### src/rtl/pin_lock_ctrl.sv
// pin_lock_ctrl: access-control stage between the keypad scanner and the UART transmitter.
// Collects debounced key digits into a PIN and checks it against a stored code. A match
// releases the door strike for a timed window. Repeated mismatches lock the keypad out.
// Every event is reported to the UART as one ASCII byte through a small event FIFO.
//
// Ports
//   FPGA_CLK1_50  in   system clock
//   reset_n       in   asynchronous active-low reset
//   key_valid     in   1-cycle strobe, key_code valid
//   key_code      in   0-9 digit, A = '*' clear, B = '#' enter, C-F ignored
//   available     in   room-available switch (level)
//   unavailable   in   room-unavailable / DND switch (level, dominates available)
//   tx_busy       in   UART busy, start not accepted
//   TxD_start     out  1-cycle pulse, send TxD_data
//   TxD_data      out  ASCII event byte, held until the next start
//   lock_output   out  1 = strike released
//   LED           out  active-low: [3:0] digits-entered thermometer, [8] locked out
module pin_lock_ctrl #(
    parameter int unsigned PIN_LEN        = 4,
    parameter logic [31:0] PIN_CODE       = 32'h0000_1234,
    parameter int unsigned UNLOCK_CYCLES  = 250_000_000,
    parameter int unsigned ENTRY_TIMEOUT  = 500_000_000,
    parameter int unsigned MAX_FAILS      = 3,
    parameter int unsigned LOCKOUT_CYCLES = 1_500_000_000
) (
    input  logic       FPGA_CLK1_50,
    input  logic       reset_n,
    input  logic       key_valid,
    input  logic [3:0] key_code,
    input  logic       available,
    input  logic       unavailable,
    input  logic       tx_busy,
    output logic       TxD_start,
    output logic [7:0] TxD_data,
    output logic       lock_output,
    output logic [8:0] LED
);

    localparam int unsigned TMR_MAX_A = (UNLOCK_CYCLES > ENTRY_TIMEOUT) ? UNLOCK_CYCLES : ENTRY_TIMEOUT;
    localparam int unsigned TMR_MAX   = (TMR_MAX_A > LOCKOUT_CYCLES) ? TMR_MAX_A : LOCKOUT_CYCLES;
    localparam int unsigned TMR_W     = $clog2(TMR_MAX + 1);
    localparam int unsigned CNT_W     = $clog2(PIN_LEN + 1);
    localparam int unsigned FAIL_W    = $clog2(MAX_FAILS + 1);
    localparam int unsigned FIFO_D    = 4;
    localparam int unsigned PTR_W     = 2;
    localparam int unsigned QCNT_W    = 3;
    localparam int unsigned N_EV      = 3;
    localparam logic [31:0] PIN_MASK  = (PIN_LEN >= 8) ? 32'hFFFF_FFFF
                                        : 32'((64'd1 << (4 * PIN_LEN)) - 64'd1);

    localparam logic [3:0] KEY_CLR = 4'hA;
    localparam logic [3:0] KEY_ENT = 4'hB;

    localparam logic [7:0] EV_UNLOCK  = 8'h55;  // 'U'
    localparam logic [7:0] EV_FAIL    = 8'h46;  // 'F'
    localparam logic [7:0] EV_LOCKOUT = 8'h4C;  // 'L'
    localparam logic [7:0] EV_NOTAVL  = 8'h4E;  // 'N'
    localparam logic [7:0] EV_TIMEOUT = 8'h54;  // 'T'
    localparam logic [7:0] EV_DND     = 8'h58;  // 'X'
    localparam logic [7:0] EV_AVAIL   = 8'h41;  // 'A'

    typedef enum logic [2:0] {
        ST_IDLE,
        ST_ENTRY,
        ST_CHECK,
        ST_UNLOCKED,
        ST_LOCKOUT
    } state_t;

    state_t              state;
    logic [31:0]         pin_buf;
    logic [CNT_W-1:0]    dig_cnt;
    logic [FAIL_W-1:0]   fail_cnt;
    logic [TMR_W-1:0]    timer;
    logic [1:0]          prev_stat;
    logic [7:0]          q [FIFO_D];
    logic [QCNT_W-1:0]   q_cnt;
    logic [1:0]          hold;

    // Active-low thermometer of how many digits are held.
    function automatic logic [3:0] therm(input logic [CNT_W-1:0] n);
        logic [3:0] t;
        for (int i = 0; i < 4; i++) begin
            t[i] = !(int'(n) > i);
        end
        return t;
    endfunction

    // Key decode, check outcome and event generation for this cycle.
    logic              is_digit_c;
    logic              take_digit_c;
    logic              clear_c;
    logic              enter_c;
    logic              timeout_c;
    logic              match_c;
    logic              fail_last_c;
    logic [1:0]        eff_stat_c;
    logic [N_EV-1:0]   ev_v;
    logic [7:0]        ev_b [N_EV];

    always_comb begin
        is_digit_c   = (key_code <= 4'd9);
        take_digit_c = 1'b0;
        clear_c      = 1'b0;
        enter_c      = 1'b0;
        timeout_c    = 1'b0;
        match_c      = (dig_cnt == CNT_W'(PIN_LEN)) && ((pin_buf & PIN_MASK) == (PIN_CODE & PIN_MASK));
        fail_last_c  = ((fail_cnt + FAIL_W'(1)) == FAIL_W'(MAX_FAILS));
        eff_stat_c   = unavailable ? 2'b10 : (available ? 2'b01 : 2'b00);
        ev_v         = '0;
        for (int i = 0; i < N_EV; i++) begin
            ev_b[i] = 8'h00;
        end

        case (state)
            ST_IDLE: take_digit_c = key_valid && is_digit_c;
            ST_ENTRY: begin
                clear_c      = key_valid && (key_code == KEY_CLR);
                enter_c      = key_valid && (key_code == KEY_ENT);
                // Digits past PIN_LEN are dropped and do not restart the idle timer.
                take_digit_c = key_valid && is_digit_c && (dig_cnt < CNT_W'(PIN_LEN));
                timeout_c    = !(clear_c || enter_c || take_digit_c)
                               && (timer == TMR_W'(ENTRY_TIMEOUT - 1));
            end
            default: ;
        endcase

        // Slot order fixes enqueue order: FSM event, lockout, then room status.
        if (state == ST_CHECK) begin
            ev_v[0] = 1'b1;
            ev_b[0] = unavailable ? EV_NOTAVL : (match_c ? EV_UNLOCK : EV_FAIL);
            ev_v[1] = !unavailable && !match_c && fail_last_c;
            ev_b[1] = EV_LOCKOUT;
        end else if (timeout_c) begin
            ev_v[0] = 1'b1;
            ev_b[0] = EV_TIMEOUT;
        end
        ev_v[2] = (eff_stat_c != prev_stat) && (eff_stat_c != 2'b00);
        ev_b[2] = eff_stat_c[1] ? EV_DND : EV_AVAIL;
    end

    // Access-control FSM with registered lock and LED outputs.
    always_ff @(posedge FPGA_CLK1_50 or negedge reset_n) begin
        if (!reset_n) begin
            state       <= ST_IDLE;
            pin_buf     <= '0;
            dig_cnt     <= '0;
            fail_cnt    <= '0;
            timer       <= '0;
            lock_output <= 1'b0;
            LED         <= 9'h1FF;
        end else begin
            case (state)
                ST_IDLE: begin
                    if (take_digit_c) begin
                        pin_buf    <= {28'h0, key_code};
                        dig_cnt    <= CNT_W'(1);
                        timer      <= '0;
                        LED[3:0]   <= therm(CNT_W'(1));
                        state      <= ST_ENTRY;
                    end
                end
                ST_ENTRY: begin
                    if (clear_c || timeout_c) begin
                        pin_buf  <= '0;
                        dig_cnt  <= '0;
                        LED[3:0] <= 4'hF;
                        state    <= ST_IDLE;
                    end else if (enter_c) begin
                        state <= ST_CHECK;
                    end else if (take_digit_c) begin
                        pin_buf  <= {pin_buf[27:0], key_code};
                        dig_cnt  <= dig_cnt + CNT_W'(1);
                        LED[3:0] <= therm(dig_cnt + CNT_W'(1));
                        timer    <= '0;
                    end else begin
                        timer <= timer + TMR_W'(1);
                    end
                end
                ST_CHECK: begin
                    pin_buf  <= '0;
                    dig_cnt  <= '0;
                    LED[3:0] <= 4'hF;
                    timer    <= '0;
                    if (unavailable) begin
                        state <= ST_IDLE;
                    end else if (match_c) begin
                        fail_cnt    <= '0;
                        lock_output <= 1'b1;
                        state       <= ST_UNLOCKED;
                    end else if (fail_last_c) begin
                        fail_cnt <= fail_cnt + FAIL_W'(1);
                        LED[8]   <= 1'b0;
                        state    <= ST_LOCKOUT;
                    end else begin
                        fail_cnt <= fail_cnt + FAIL_W'(1);
                        state    <= ST_IDLE;
                    end
                end
                ST_UNLOCKED: begin
                    if (timer == TMR_W'(UNLOCK_CYCLES - 1)) begin
                        lock_output <= 1'b0;
                        state       <= ST_IDLE;
                    end else begin
                        timer <= timer + TMR_W'(1);
                    end
                end
                ST_LOCKOUT: begin
                    if (timer == TMR_W'(LOCKOUT_CYCLES - 1)) begin
                        fail_cnt <= '0;
                        LED[8]   <= 1'b1;
                        state    <= ST_IDLE;
                    end else begin
                        timer <= timer + TMR_W'(1);
                    end
                end
                default: state <= ST_IDLE;
            endcase
        end
    end

    // Event FIFO next state: pop the head first, then append this cycle's events while room.
    logic              pop_c;
    logic [7:0]        q_nxt [FIFO_D];
    logic [QCNT_W-1:0] q_cnt_nxt;

    assign pop_c = (q_cnt != '0) && !tx_busy && (hold == 2'd0);

    always_comb begin
        q_nxt     = q;
        q_cnt_nxt = q_cnt;
        if (pop_c) begin
            for (int i = 0; i < FIFO_D - 1; i++) begin
                q_nxt[i] = q[i + 1];
            end
            q_nxt[FIFO_D-1] = 8'h00;
            q_cnt_nxt       = q_cnt - QCNT_W'(1);
        end
        for (int i = 0; i < N_EV; i++) begin
            if (ev_v[i] && (q_cnt_nxt < QCNT_W'(FIFO_D))) begin
                q_nxt[q_cnt_nxt[PTR_W-1:0]] = ev_b[i];
                q_cnt_nxt                   = q_cnt_nxt + QCNT_W'(1);
            end
        end
    end

    // FIFO storage, UART handshake and room-status edge tracking.
    always_ff @(posedge FPGA_CLK1_50 or negedge reset_n) begin
        if (!reset_n) begin
            for (int i = 0; i < FIFO_D; i++) begin
                q[i] <= 8'h00;
            end
            q_cnt     <= '0;
            hold      <= 2'd0;
            prev_stat <= 2'b00;
            TxD_start <= 1'b0;
            TxD_data  <= 8'h00;
        end else begin
            q         <= q_nxt;
            q_cnt     <= q_cnt_nxt;
            prev_stat <= eff_stat_c;
            TxD_start <= pop_c;
            if (pop_c) begin
                TxD_data <= q[0];
            end
            // After a start, wait for the UART to report busy or two cycles to pass.
            if (pop_c) begin
                hold <= 2'd2;
            end else if (tx_busy) begin
                hold <= 2'd0;
            end else if (hold != 2'd0) begin
                hold <= hold - 2'd1;
            end
        end
    end

endmodule

### config.mk
export PLATFORM = sky130hd
export DESIGN_NAME = pin_lock_ctrl
export DESIGN_NICKNAME = d
export VERILOG_FILES = /design/src/rtl/pin_lock_ctrl.sv
export SDC_FILE = /design/constraint.sdc
export NUM_CORES = 1
export LEC_CHECK = 0
export BUFFER_PORTS_ARGS = -buffer_cell sky130_fd_sc_hd__buf_4
export CAP_MARGIN = 20
export CORE_AREA = 2 2 114 116
export CTS_CLUSTER_DIAMETER = 40
export DETAILED_ROUTE_END_ITERATION = 6
export DIE_AREA = 0 0 116 118
export PLACE_DENSITY = 0.71
export SLEW_MARGIN = 10
export SYNTH_ARGS = -nofsm -noshare
export SYNTH_HDL_FRONTEND = slang
export SYNTH_SLANG_ARGS = --single-unit
export TNS_END_PERCENT = 50
### constraint.sdc
create_clock -name FPGA_CLK1_50 -period 4.05 [get_ports FPGA_CLK1_50]
set_clock_uncertainty 0.15 [all_clocks]
set_input_delay 0.405 -clock FPGA_CLK1_50 [delete_from_list [all_inputs] [get_ports FPGA_CLK1_50]]
set_output_delay 0.405 -clock FPGA_CLK1_50 [all_outputs]
set_load 0.01 [all_outputs]
### Yosys cells after proc, flatten, opt, wreduce, memory -nomap -nowiden

Cells that the tools add are included.

| storage, ports and cells | value |
|---|---|
| flip-flop bits (word level) | 109 |
| bits of input ports | 10 |

| operators by class | value |
|---|---|
| add/subtract/negate cells | 8 |
| $lt $le $gt $ge | 15 |
| equal/unequal tests | 27 |
| multiplexer cells | 78 |
| bitwise logic cells | 3 |
| reduce and logical (&&, ||, !) cells | 44 |

Operators by type and width:

| kind | number |
|---|---|
| 31-bit two-way mux | 6 |
| 31-bit case mux with 5 select lines | 1 |
| 32-bit two-way mux | 4 |
| 32-bit bitwise mux | 3 |
| 16-bit two-way mux | 4 |
| 8-bit demux with 2-bit select | 3 |
| 16-bit case mux with 3 select lines | 1 |
| 3-bit two-way mux | 15 |
| 31-bit by 1-bit adder with 31-bit output (second input constant) | 1 |
| 31-bit by 28-bit equality test with 1-bit output (second input constant) | 1 |
| 31-bit by 29-bit equality test with 1-bit output (second input constant) | 1 |
| 31-bit equality test (second input constant) | 1 |
| 8-bit two-way mux | 3 |
| 2-bit inequality test (second input constant) | 11 |
| 7-bit two-way mux | 3 |
| 1-bit logical AND | 17 |
| 16-bit by 13-bit equality test with 1-bit output (second input constant) | 1 |
| 4-bit two-way mux | 4 |
| 5-bit two-way mux | 3 |
| 3-bit case mux with 5 select lines | 1 |
| 1-bit two-way mux | 14 |
| 2-bit two-way mux | 7 |
| 3-bit by 1-bit adder with 3-bit output (second input constant) | 4 |
| 3-bit less-than comparator (second input constant) | 4 |
| 31 further kinds | 62 |

### Depth between registers and ports, before layout

Gate-level depths: netlist (run 1).

| logic depth | value |
|---|---|
| depth in word-level cells | 21 |
| depth in mapped cells | 18 |
| mapped depth without buffers | 16 |

### Worst setup path after synthesis (run 1)

No wires, ideal clock.

| timing | value |
|---|---|
| kind | register -> register |
| start point | reg timer[8] |
| end point | reg q_cnt[1] |
| setup time | 0.125 ns |
| data arrival time | 3.791 ns |
| slack | -0.016 ns |
| stages on the path, launching flop included | 13 |
| period minus slack after synthesis | 4.066 ns |
| path through | dfrtp_1 > or4_1 > or4_4 > o31ai_1 > and2_1 > buf_6 > mux2_2 > ha_1 > inv_1 > o21ai_0 > a211oi_2 > buf_2 > mux2_2 |

| on the way | value |
|---|---|
| cells in the longest elaborated chain, start to end | 13 |
| elaborated cells between the ends (all ways) | 15 |

Ends and longest elaborated chain:

| item | RTL line | RTL |
|---|---|---|
| start, declared | 74 | `logic [TMR_W-1:0] timer;` |
| start signal, assigned | 177 | `timer <= timer + TMR_W'(1);` |
| start signal, assigned | 205 | `timer <= timer + TMR_W'(1);` |
| start signal, assigned | 214 | `timer <= timer + TMR_W'(1);` |
| 31-bit by 29-bit equality test with 1-bit output (*) | 123 | `&& (timer == TMR_W'(ENTRY_TIMEOUT - 1));` |
| 1-bit logical AND (*) | 123 |  |
| 1-bit two-way mux (*) | 115 | `case (state)` |
| 1-bit two-way mux (*) | 134 | `end else if (timeout_c) begin` |
| 1-bit two-way mux (*) | 129 | `if (state == ST_CHECK) begin` |
| 1-bit logical AND (*) | 240 | `if (ev_v[i] && (q_cnt_nxt < QCNT_W'(FIFO_D))) begin` |
| 3-bit two-way mux (*) | 240 |  |
| 3-bit less-than comparator | 240 |  |
| 1-bit logical AND | 240 |  |
| 3-bit two-way mux (*) | 240 |  |
| 3-bit less-than comparator | 240 |  |
| 1-bit logical AND | 240 |  |
| 3-bit two-way mux (*) | 240 |  |
| via q_cnt_nxt[1] | 225 | `logic [QCNT_W-1:0] q_cnt_nxt;` |
| end signal, assigned | 260 | `q_cnt <= q_cnt_nxt;` |
| end, declared | 77 | `logic [QCNT_W-1:0] q_cnt;` |

Mark *: on every way through the listed nets, which the timed path passes. The rest lies on a longest branch.
A chain may end at the register's enable or synchronous reset.

==> impl_metrics.ini, run 1 <==
[timing]
setup-tns-final_ns = 0
timing.final.ws_setup_ns = 0.105
fmax_mhz = 253
post-route-min-period_ns = 3.95
hold_viol_final = 7
whs_ns = -0.0119
relSlewSlack_pct = 43.9
slew_viol_final = 0
tightest_slew_ns = 0.842
fin_crit_sh_pct = 97.4
setup_viol = 0

[power_and_ir_drop]
pwr-share-clk_pct = 20.3
power.density_nw_per_um2 = 595
vdd_drop_max_mv = 0.339
total_power_mw = 4.10
comb_power_share_pct = 44.1
leakage_nw = 3.11
p_seq_share_pct = 35.6
intPower_mw = 2.44
swShare_pct = 40.5
p_switching_mw = 1.66

[setup_path]
cp_max_fo = 9
critPathBufInv = 1
critPathRequiredTime_ns = 4.20
slowest_delay_ns = 0.53
critPathLaunch = timer[17]
crit_family = simple AND/OR/NAND/NOR gates
r2r_start = timer[17]
cp-start-kind = flip-flop
critPathKind = flip-flop to flip-flop
cp-end-kind = flip-flop
crit_chain = nor4b_1 > nand4_1 > a211oi_1 > and2_4 > mux2_2 > ha_1 > mux2_2 > ha_1 > a222oi_1 > buf_4 > and3_1
worstPathArrival_ns = 4.09
slowest_stage = nor4b_1

[yosys]
yosysWarnings = 4
async_reset_ff_share_pct = 100
ys_types = 62
ys_seq_area_share_pct = 44.9
synthCells = 685
synth_edf_count = 0
syn_avg_cell_area_um2 = 8.89
ys_ff_latch = 109
syn_area_um2 = 6090
synthFlopType = dfrtp_1

[cts]
cts_buffers = 9
cts.sinks = 109
clock_latency_ns = 0.36
htree_levels = 3
clockBufferDepth = 2
clk_pin_slew_ns = 0.07
cts_tree = done
cts.root.buffer_cell = clkbuf_16
ctsHoldBuffers = 0

[placed_design]
dpl_cell_area_um2 = 6560
dpl.cell_count = 874
place_ws_ns = -0.0212
dp_hpwl_um = 9870
io_buffers = 24
gp_routability_congestion = 0.849

[routing]
routed_wirelength_um = 13800
route.vias.total = 5209
postRouteAntennaNets = 0
drtIter0Drc = 454
drcViolationCount = 0
first_pass_iters = 5
routed_via_density = 5.85
wl_per_cell_um = 15.5

[final_layout]
layout.nets = 746
antenna_cells = 0
layoutNonFillerInstCount = 891
multi_input_area_um2 = 3120
area_delta_synth_final_pct = 13.1
drive_above_1_share_pct = 13.4
nFillCells = 1167
regArea_um2 = 2730
final_area_um2 = 6890

[global_route]
gr-total-overflow = 0
track_usage_pct = 21.6
grt_pass1_wl_um = 23700
grt_max_degree = 68
antenna_found_initial = 0
grt_pass1_vias = 4895

[die]
coreArea_um2 = 12400
rows = 41
dieArea_um2 = 13700
fp.dieW_um = 116
io_pins = 29
initial_core_util_pct = 49.0
die_h_um = 118

[status]
outcome = finished with violations
violations = hold timing

[worst_hold_path]
min_path_type = primary input to async pin

[flow_run]
maxCapViolCount = 0
## power by group through the flow
stage / combinational [mW] / sequential [mW] / clock [mW]
after global placement: 1.69 / 1.47 / 0
after global routing: 2.02 / 1.48 / 0.906
final: 1.81 / 1.46 / 0.832
after CTS: 1.78 / 1.46 / 0.859
after detailed placement: 1.76 / 1.48 / 0
after floorplan: 1.22 / 1.46 / 0
## per-stage QoR
step / hold slack [ns] / utilization, %
3_3_place_gp: 0.301 / 52.9
2_1_floorplan: -0.0406 / -
6_report: -0.0119 / 55.5
5_1_grt: 0.0432 / 55.5
4_1_cts: 0.0267 / 55.2
3_5_place_dp: 0.302 / 52.9
## state kept, by name, indices dropped and copies added (netlist names), 2 cells and up
| register | count |
|---|---|
| LED | 5 |
| TxD_data | 8 |
| dig_cnt | 3 |
| fail_cnt | 2 |
| hold | 2 |
| pin_buf | 16 |
| prev_stat | 2 |
| q | 32 |
| q_cnt | 3 |
| state | 3 |
| timer | 31 |
## area by class of cell
type	count	area share (%)
Inverter	27	1.47
Clock buffer	10	3.32
Sequential cell	109	39.7
Multi-Input combinational cell	511	45.3
Timing Repair Buffer	56	6.34
Tap cell	172	3.12
Clock inverter	6	0.709
## cells in the mapped netlist (3+ instances only)
| cell | instances | area share (%) |
|---|---|---|
| nand2_1 | 126 | 7.8 |
| dfrtp_1 | 104 | 43 |
| o21ai_0 | 52 | 4.3 |
| nand3_1 | 49 | 4.0 |
| a21oi_1 | 33 | 2.7 |
| nor2_1 | 28 | 1.7 |
| clkbuf_1 | 26 | 1.6 |
| inv_1 | 26 | 1.6 |
| o31ai_1 | 23 | 2.8 |
| ha_1 | 22 | 4.5 |
| a22o_1 | 11 | 1.6 |
| mux2i_1 | 11 | 1.8 |
| and3_1 | 10 | 1.0 |
| nor2b_1 | 10 | 1.0 |
| a31oi_1 | 9 | 0.92 |
| o21a_1 | 9 | 1.1 |
| nor3_1 | 8 | 0.66 |
| o41ai_1 | 8 | 1.2 |
| buf_2 | 7 | 0.58 |
| nand4_1 | 7 | 0.72 |
| nor4b_1 | 6 | 0.86 |
| dfstp_2 | 5 | 2.2 |
| nand2b_1 | 5 | 0.51 |
| nor4_1 | 5 | 0.51 |
| a21o_1 | 4 | 0.49 |
| a22oi_1 | 4 | 0.49 |
| a32o_1 | 4 | 0.66 |
| a32oi_1 | 4 | 0.58 |
| and2_1 | 4 | 0.41 |
| buf_4 | 4 | 0.49 |
| nand3b_1 | 4 | 0.49 |
| nand4b_1 | 4 | 0.58 |
| o211ai_1 | 4 | 0.49 |
| buf_1 | 3 | 0.18 |
| mux2_2 | 3 | 0.55 |
| or2_2 | 3 | 0.31 |
| or3_1 | 3 | 0.31 |
| xnor2_1 | 3 | 0.43 |
## layer usage
metal	vias to the layer above	track usage, %	part of all wire, %
li1	2517	-	-
met5	-	0	0
met4	0	7.29	1.7
met1	2530	29.8	46
met2	142	33.8	48
met3	20	4.33	4.8
## cell families after synthesis
logic type	Yosys count	share of synthesized area, %
AO/OA/AOI/OAI	181	19.5
XOR/XNOR	6	1.11
other	1	0.0616
buffers and inverters	68	4.71
multiplexers	14	2.36
flip-flops	109	44.9
adder cells (fa/ha/maj)	22	4.52
AND/OR/NAND/NOR	284	22.8
## worst paths after layout
check	end	slack, ns	cells after the start
hold reg to reg	pin_buf[12]	0.31	2
min in group FPGA_CLK1_50	hold[0]	0.05	2
setup reg to reg	q[5]	0.10	11
hold / removal	pin_buf[12]	-0.01	1
max in group asynchronous	LED[0]	2.89	2
setup / recovery	q[5]	0.10	11
## cells in the final DEF, fill, tap and decap left out, drive strengths merged, types with 10 or more instances in the layout
cell type and count:
nand2 126, dfrtp 104, buf 56, o21ai 54
nand3 49, a21oi 33, nor2 28, inv 28
o31ai 23, ha 22, a22o 11, mux2i 11
and3 10, nor2b 10, clkbuf 10
## repair_timing
| item | 4_1_cts | 5_1_grt |
|---|---|---|
| pin swaps | 1 | 1 |
| resized for setup | 1 | 8 |
| setup endpoints to repair | 3 | 19 |
| buffers inserted | 1 | 0 |
No activity file was read; power rests on OpenSTA's default activity.
==> inputs of run 2 (changes only) <==
--- a/config.mk
+++ b/config.mk
@@ -7,11 +7,11 @@
 export LEC_CHECK = 0
 export BUFFER_PORTS_ARGS = -buffer_cell sky130_fd_sc_hd__buf_4
 export CAP_MARGIN = 20
-export CORE_AREA = 2 2 114 116
+export CORE_AREA = 2 2 108 110
 export CTS_CLUSTER_DIAMETER = 40
 export DETAILED_ROUTE_END_ITERATION = 6
-export DIE_AREA = 0 0 116 118
-export PLACE_DENSITY = 0.71
+export DIE_AREA = 0 0 110 112
+export PLACE_DENSITY = 0.78
 export SLEW_MARGIN = 10
 export SYNTH_ARGS = -nofsm -noshare
 export SYNTH_HDL_FRONTEND = slang
==> impl_metrics.ini, run 2 (same netlist as run 1, synthesis figures left out) <==
[setup_path]
r2r_end = q[5]
r2r_start = q_cnt[0]
critPathRequiredTime_ns = 4.19
critPathKind = flip-flop to flip-flop
cp-end-kind = flip-flop
slowest_stage = a222oi_1
critPathLaunch = q_cnt[0]
cp-start-kind = flip-flop
cp_max_fo = 12
reg2reg_slack_ns = 0.17
slowest_delay_ns = 0.43
crit_path_end = q[5]
crit_chain = inv_1 > ha_1 > ha_1 > nor2_1 > nand2_1 > inv_2 > mux2i_4 > a211oi_1 > and2_1 > buf_4 > xnor2_4 > ha_2 > mux2_2 > ha_2 > a222oi_1 > and3_1
worstPathArrival_ns = 4.02
ff2ff_path_depth = 16

[power_and_ir_drop]
swShare_pct = 40.8
comb_power_share_pct = 43.3
leakage_nw = 3.10
power.density_nw_per_um2 = 609
p_seq_share_pct = 35.5
pwr-share-clk_pct = 21.2
p_switching_mw = 1.70
vdd_drop_max_mv = 0.282
total_power_mw = 4.17
intPower_mw = 2.46

[die]
fp.dieW_um = 110
initial_core_util_pct = 54.5
die_h_um = 112
dieArea_um2 = 12300
io_pins = 29
coreArea_um2 = 11200
rows = 39

[global_route]
grt_pass1_vias = 5048
track_usage_pct = 24.7
grt_max_degree = 64
antenna_found_initial = 0
grt_pass1_wl_um = 24200
gr-total-overflow = 0

[cts]
clockBufferDepth = 2
cts_tree = done
ctsHoldBuffers = 0
cts.sinks = 109
cts.root.buffer_cell = clkbuf_16
post-cts-setup-buffers = 0
cts_buffers = 9
htree_levels = 3
clock_latency_ns = 0.37
clk_pin_slew_ns = 0.08

[timing]
fmax_mhz = 258
setup-tns-final_ns = 0
whs_ns = -0.0395
relSlewSlack_pct = 45.7
fin_crit_sh_pct = 95.8
slew_viol_final = 0
tightest_slew_ns = 0.815
setup_viol = 0
post-route-min-period_ns = 3.88
hold_viol_final = 27

[routing]
wl_per_cell_um = 16.6
drtIter0Drc = 365
postRouteAntennaNets = 0
drcViolationCount = 0
routed_via_density = 6.14
routed_wirelength_um = 14200
route.vias.total = 5270
first_pass_iters = 5

[final_layout]
final_common_cell = nand2_1
regMostFlops = q
post-route-util_pct = 61.2
drive_above_1_share_pct = 13.0
area_delta_synth_final_pct = 12.4
largest_register_ffs = 32
layout.nets = 742
antenna_cells = 0
final_area_um2 = 6840
top_regs = q x32, timer x31, pin_buf x16
final_cell_mix = nand2_1 (126), dfrtp_1 (104), o21ai_0 (52), buf_4 (51), nand3_1 (49)

[placed_design]
io_buffers = 24
dpl_cell_area_um2 = 6500
dp_hpwl_um = 9910
gp_routability_congestion = 0.895

[flow_run]
maxCapViolCount = 0

[status]
outcome = finished with violations
violations = hold timing

[worst_hold_path]
min_path_type = primary input to async pin
-- run 2: changes by cell type in the layout (fill, tap and decap cells not counted), sizes merged --
cell      previous run  this run
buf                 56        52
clkinv               3         2
clkinvlp             2         0
inv                 28        31
-- run 2: cell type report --
class | count | area, um^2
fill | 965 | 4330
clock buffer | 10 | 239
inverter | 27 | 101
timing repair buffer | 52 | 403
multi-input combinational | 511 | 3130
clock inverter | 6 | 53.8
tap | 143 | 179
sequential | 109 | 2730
-- run 2: power groups by stage --
stage               combinational (mW)  sequential, mW  clock, mW
detailed placement                1.73            1.50          0
floorplan                         1.22            1.46          0
global placement                  1.65            1.48          0
CTS                               1.75            1.48      0.899
global route                      2.00            1.51      0.946
finish                            1.81            1.48      0.882
-- run 2: worst min-delay path by stage --
stage	cells after the start	slack, ns	startpoint	to
after floorplan	0	-0.04	reset_n	TxD_data[0]
after global placement	2	0.30	pin_buf[12]	pin_buf[12]
after global routing	1	0.06	reset_n	pin_buf[12]
after detailed placement	2	0.30	q[31]	TxD_data[7]
after CTS	1	0.01	reset_n	pin_buf[12]
final	1	-0.04	reset_n	pin_buf[10]
-- run 2: per-stage QoR --
step	hold slack, ns	instances	setup WS [ns]
finish	-0.0395	858	0.172
global route	0.0575	858	-0.000566
CTS	0.0128	858	0.00719
detailed placement	0.302	842	0.0300
global placement	0.299	842	0.156
floorplan	-0.0406	688	0.0343
-- run 2: routing by layer --
| layer | GRT usage [%] | up-vias | wire length, um |
|---|---|---|---|
| li1 | - | 2519 | - |
| met3 | 3.51 | 32 | 720 |
| met2 | 38.4 | 157 | 6840 |
| met5 | 0 | - | 0 |
| met1 | 34.6 | 2562 | 6340 |
| met4 | 9.79 | 0 | 340 |
-- run 2: what timing repair did --
item | 4_1_cts | 5_1_grt
pin swaps | 0 | 1
gates resized for setup | 1 | 7
setup endpoints to repair | 1 | 19
-- run 2: critical path, delay by kind of cell, from the launching register on --
kind / cells / cell delay [ns]
xor+xnor: 1 / 0.25
buf+inv: 3 / 0.36
mux: 2 / 0.61
simple gates: 4 / 0.64
flops: 1 / 0.36
compound gates: 2 / 0.52
fa+ha+maj: 4 / 0.93
==> inputs of run 3 (changes only) <==
==> config.mk (replaced) <==
export PLATFORM = sky130hd
export DESIGN_NAME = pin_lock_ctrl
export DESIGN_NICKNAME = d
export VERILOG_FILES = /design/src/rtl/pin_lock_ctrl.sv
export SDC_FILE = /design/constraint.sdc
export NUM_CORES = 1
export LEC_CHECK = 0
export BUFFER_PORTS_ARGS = -buffer_cell sky130_fd_sc_hd__buf_2
export CAP_MARGIN = 20
export CORE_AREA = 2 2 113 104
export CTS_CLUSTER_DIAMETER = 40
export DETAILED_ROUTE_END_ITERATION = 6
export DIE_AREA = 0 0 115 106
export PLACE_DENSITY = 0.79
export SLEW_MARGIN = 10
export SYNTH_ARGS = -nofsm -noshare
export SYNTH_HDL_FRONTEND = slang
export SYNTH_SLANG_ARGS = --single-unit
export TNS_END_PERCENT = 50
==> impl_metrics.ini, run 3 (same netlist as run 1, synthesis figures left out) <==
[setup_path]
worstPathArrival_ns = 3.92
slowest_delay_ns = 0.53
cp-start-kind = flip-flop
critPathBufInv = 1
path_common_cell = ha_2
cp-end-kind = flip-flop
crit_chain = or4_1 > or4_4 > o31ai_2 > and2_1 > buf_4 > xnor2_4 > ha_2 > mux2_2 > ha_2 > a22oi_1 > a32oi_1
crit_family = simple AND/OR/NAND/NOR gates
cp_max_fo = 12
cp.depth = 11
critPathRequiredTime_ns = 4.11
critPathKind = flip-flop to flip-flop
slowest_stage = or4_1
ff2ff_path_depth = 11

[final_layout]
drive_above_1_share_pct = 13.5
area_delta_synth_final_pct = 12.8
layout.nets = 746
largest_register_ffs = 32
top_regs = q x32, timer x31, pin_buf x16
regMostFlops = q
final_cell_mix = nand2_1 (126), dfrtp_1 (104), o21ai_0 (52), nand3_1 (49), a21oi_1 (33)
final_common_cell = nand2_1
final_area_um2 = 6870
antenna_cells = 0
nFillCells = 947

[die]
die_h_um = 106
fp.dieW_um = 115
coreArea_um2 = 11100
io_pins = 29
dieArea_um2 = 12200
initial_core_util_pct = 54.8
rows = 37

[routing]
wl_per_cell_um = 16.7
drcViolationCount = 0
wl_met1_um = 6260
routed_wirelength_um = 14300
top_layer = met4
wl_met3_um = 900
route.vias.total = 5311
first_pass_iters = 5
routed_via_density = 6.21
met2_length_um = 6960
postRouteAntennaNets = 0
drtIter0Drc = 502

[power_and_ir_drop]
vdd_drop_max_mv = 0.389
leakage_nw = 3.12
power.density_nw_per_um2 = 628

[cts]
cts.sinks = 109
cts_buffers = 9
clk_pin_slew_ns = 0.07
htree_levels = 3
clock_latency_ns = 0.36
clockBufferDepth = 2
cts.root.buffer_cell = clkbuf_16
cts_tree = done

[timing]
hold_viol_final = 0
relSlewSlack_pct = 45.9
tightest_slew_ns = 0.809
fmax_mhz = 259
post-route-min-period_ns = 3.87
fin_crit_sh_pct = 95.5
setup-tns-final_ns = 0
slew_viol_final = 0
setup_viol = 0

[global_route]
grt_pass1_vias = 5063
grt_pass1_wl_um = 24300
antenna_found_initial = 0
track_usage_pct = 25.0
grt_max_degree = 84
gr-total-overflow = 0

[flow_run]
maxCapViolCount = 0

[placed_design]
dp_hpwl_um = 9880
dpl_cell_area_um2 = 6440
gp_routability_congestion = 0.922
io_buffers = 24

[status]
outcome = complete, no violations

[worst_hold_path]
min_path_cells = 2
min_path_type = primary input to flip-flop
[run 3: changes by cell type in the layout (fill, tap and decap cells not counted), moves of 2 or more]
cell,change
ha_2,+2
inv_8,-2
buf_2,+23
buf_4,-21
ha_1,-2
bufinv_16,+3
[run 3: per-stage QoR]
| stage | hold WS (ns) | setup slack (ns) | cells | util, % | total power, mW |
|---|---|---|---|---|---|
| 4_1_cts | 0.0649 | 0.0111 | 852 | 61.1 | 4.25 |
| 2_1_floorplan | -0.0406 | 0.0343 | 688 | - | 2.68 |
| 6_report | 0.0732 | 0.182 | 855 | 61.8 | 4.32 |
| 5_1_grt | 0.0841 | -0.0233 | 855 | 61.8 | 4.60 |
| 3_5_place_dp | 0.300 | 0.0419 | 836 | 58.0 | 3.22 |
| 3_3_place_gp | 0.296 | 0.167 | 836 | 58.0 | 3.14 |
[run 3: final timing paths]
check | slack, ns | end | start
max | 0.18 | q[3] | timer[11]
min | 0.07 | hold[0] | tx_busy
max reg2reg | 0.18 | q[3] | timer[11]
min reg2reg | 0.32 | TxD_data[2] | q[26]
max in group asynchronous | 2.41 | q[25] | reset_n
min in group asynchronous | 0.33 | prev_stat[0] | reset_n
[run 3: per-layer routing]
metal / GRT usage, % / up-vias
met1: 34.1 / 2583
met4: 6.54 / 0
met2: 40.3 / 194
met3: 5.70 / 23
met5: 0 / -
li1: - / 2511
[run 3: area by class of cell]
cell class                      count  area (um^2)  area share [%]
Multi-Input combinational cell    511         3120            45.4
Sequential cell                   109         2730            39.8
Tap cell                          136          170            2.48
Clock inverter                      7          121            1.77
Clock buffer                        9          225            3.28
Inverter                           27          101            1.48
Timing Repair Buffer               56          398            5.79
[run 3: timing repair]
action | 4_1_cts | 5_1_grt
endpoints found under the setup margin | 0 | 17
hold endpoints to repair | 0 | 20
hold buffers | 0 | 1
resized for setup | 0 | 8
setup buffers | 0 | 1
[run 3: power breakdown]
part           internal [mW]  switching (mW)
clock network          0.609           0.411
logic                  0.696            1.14
registers               1.31           0.146
total                   2.62            1.70
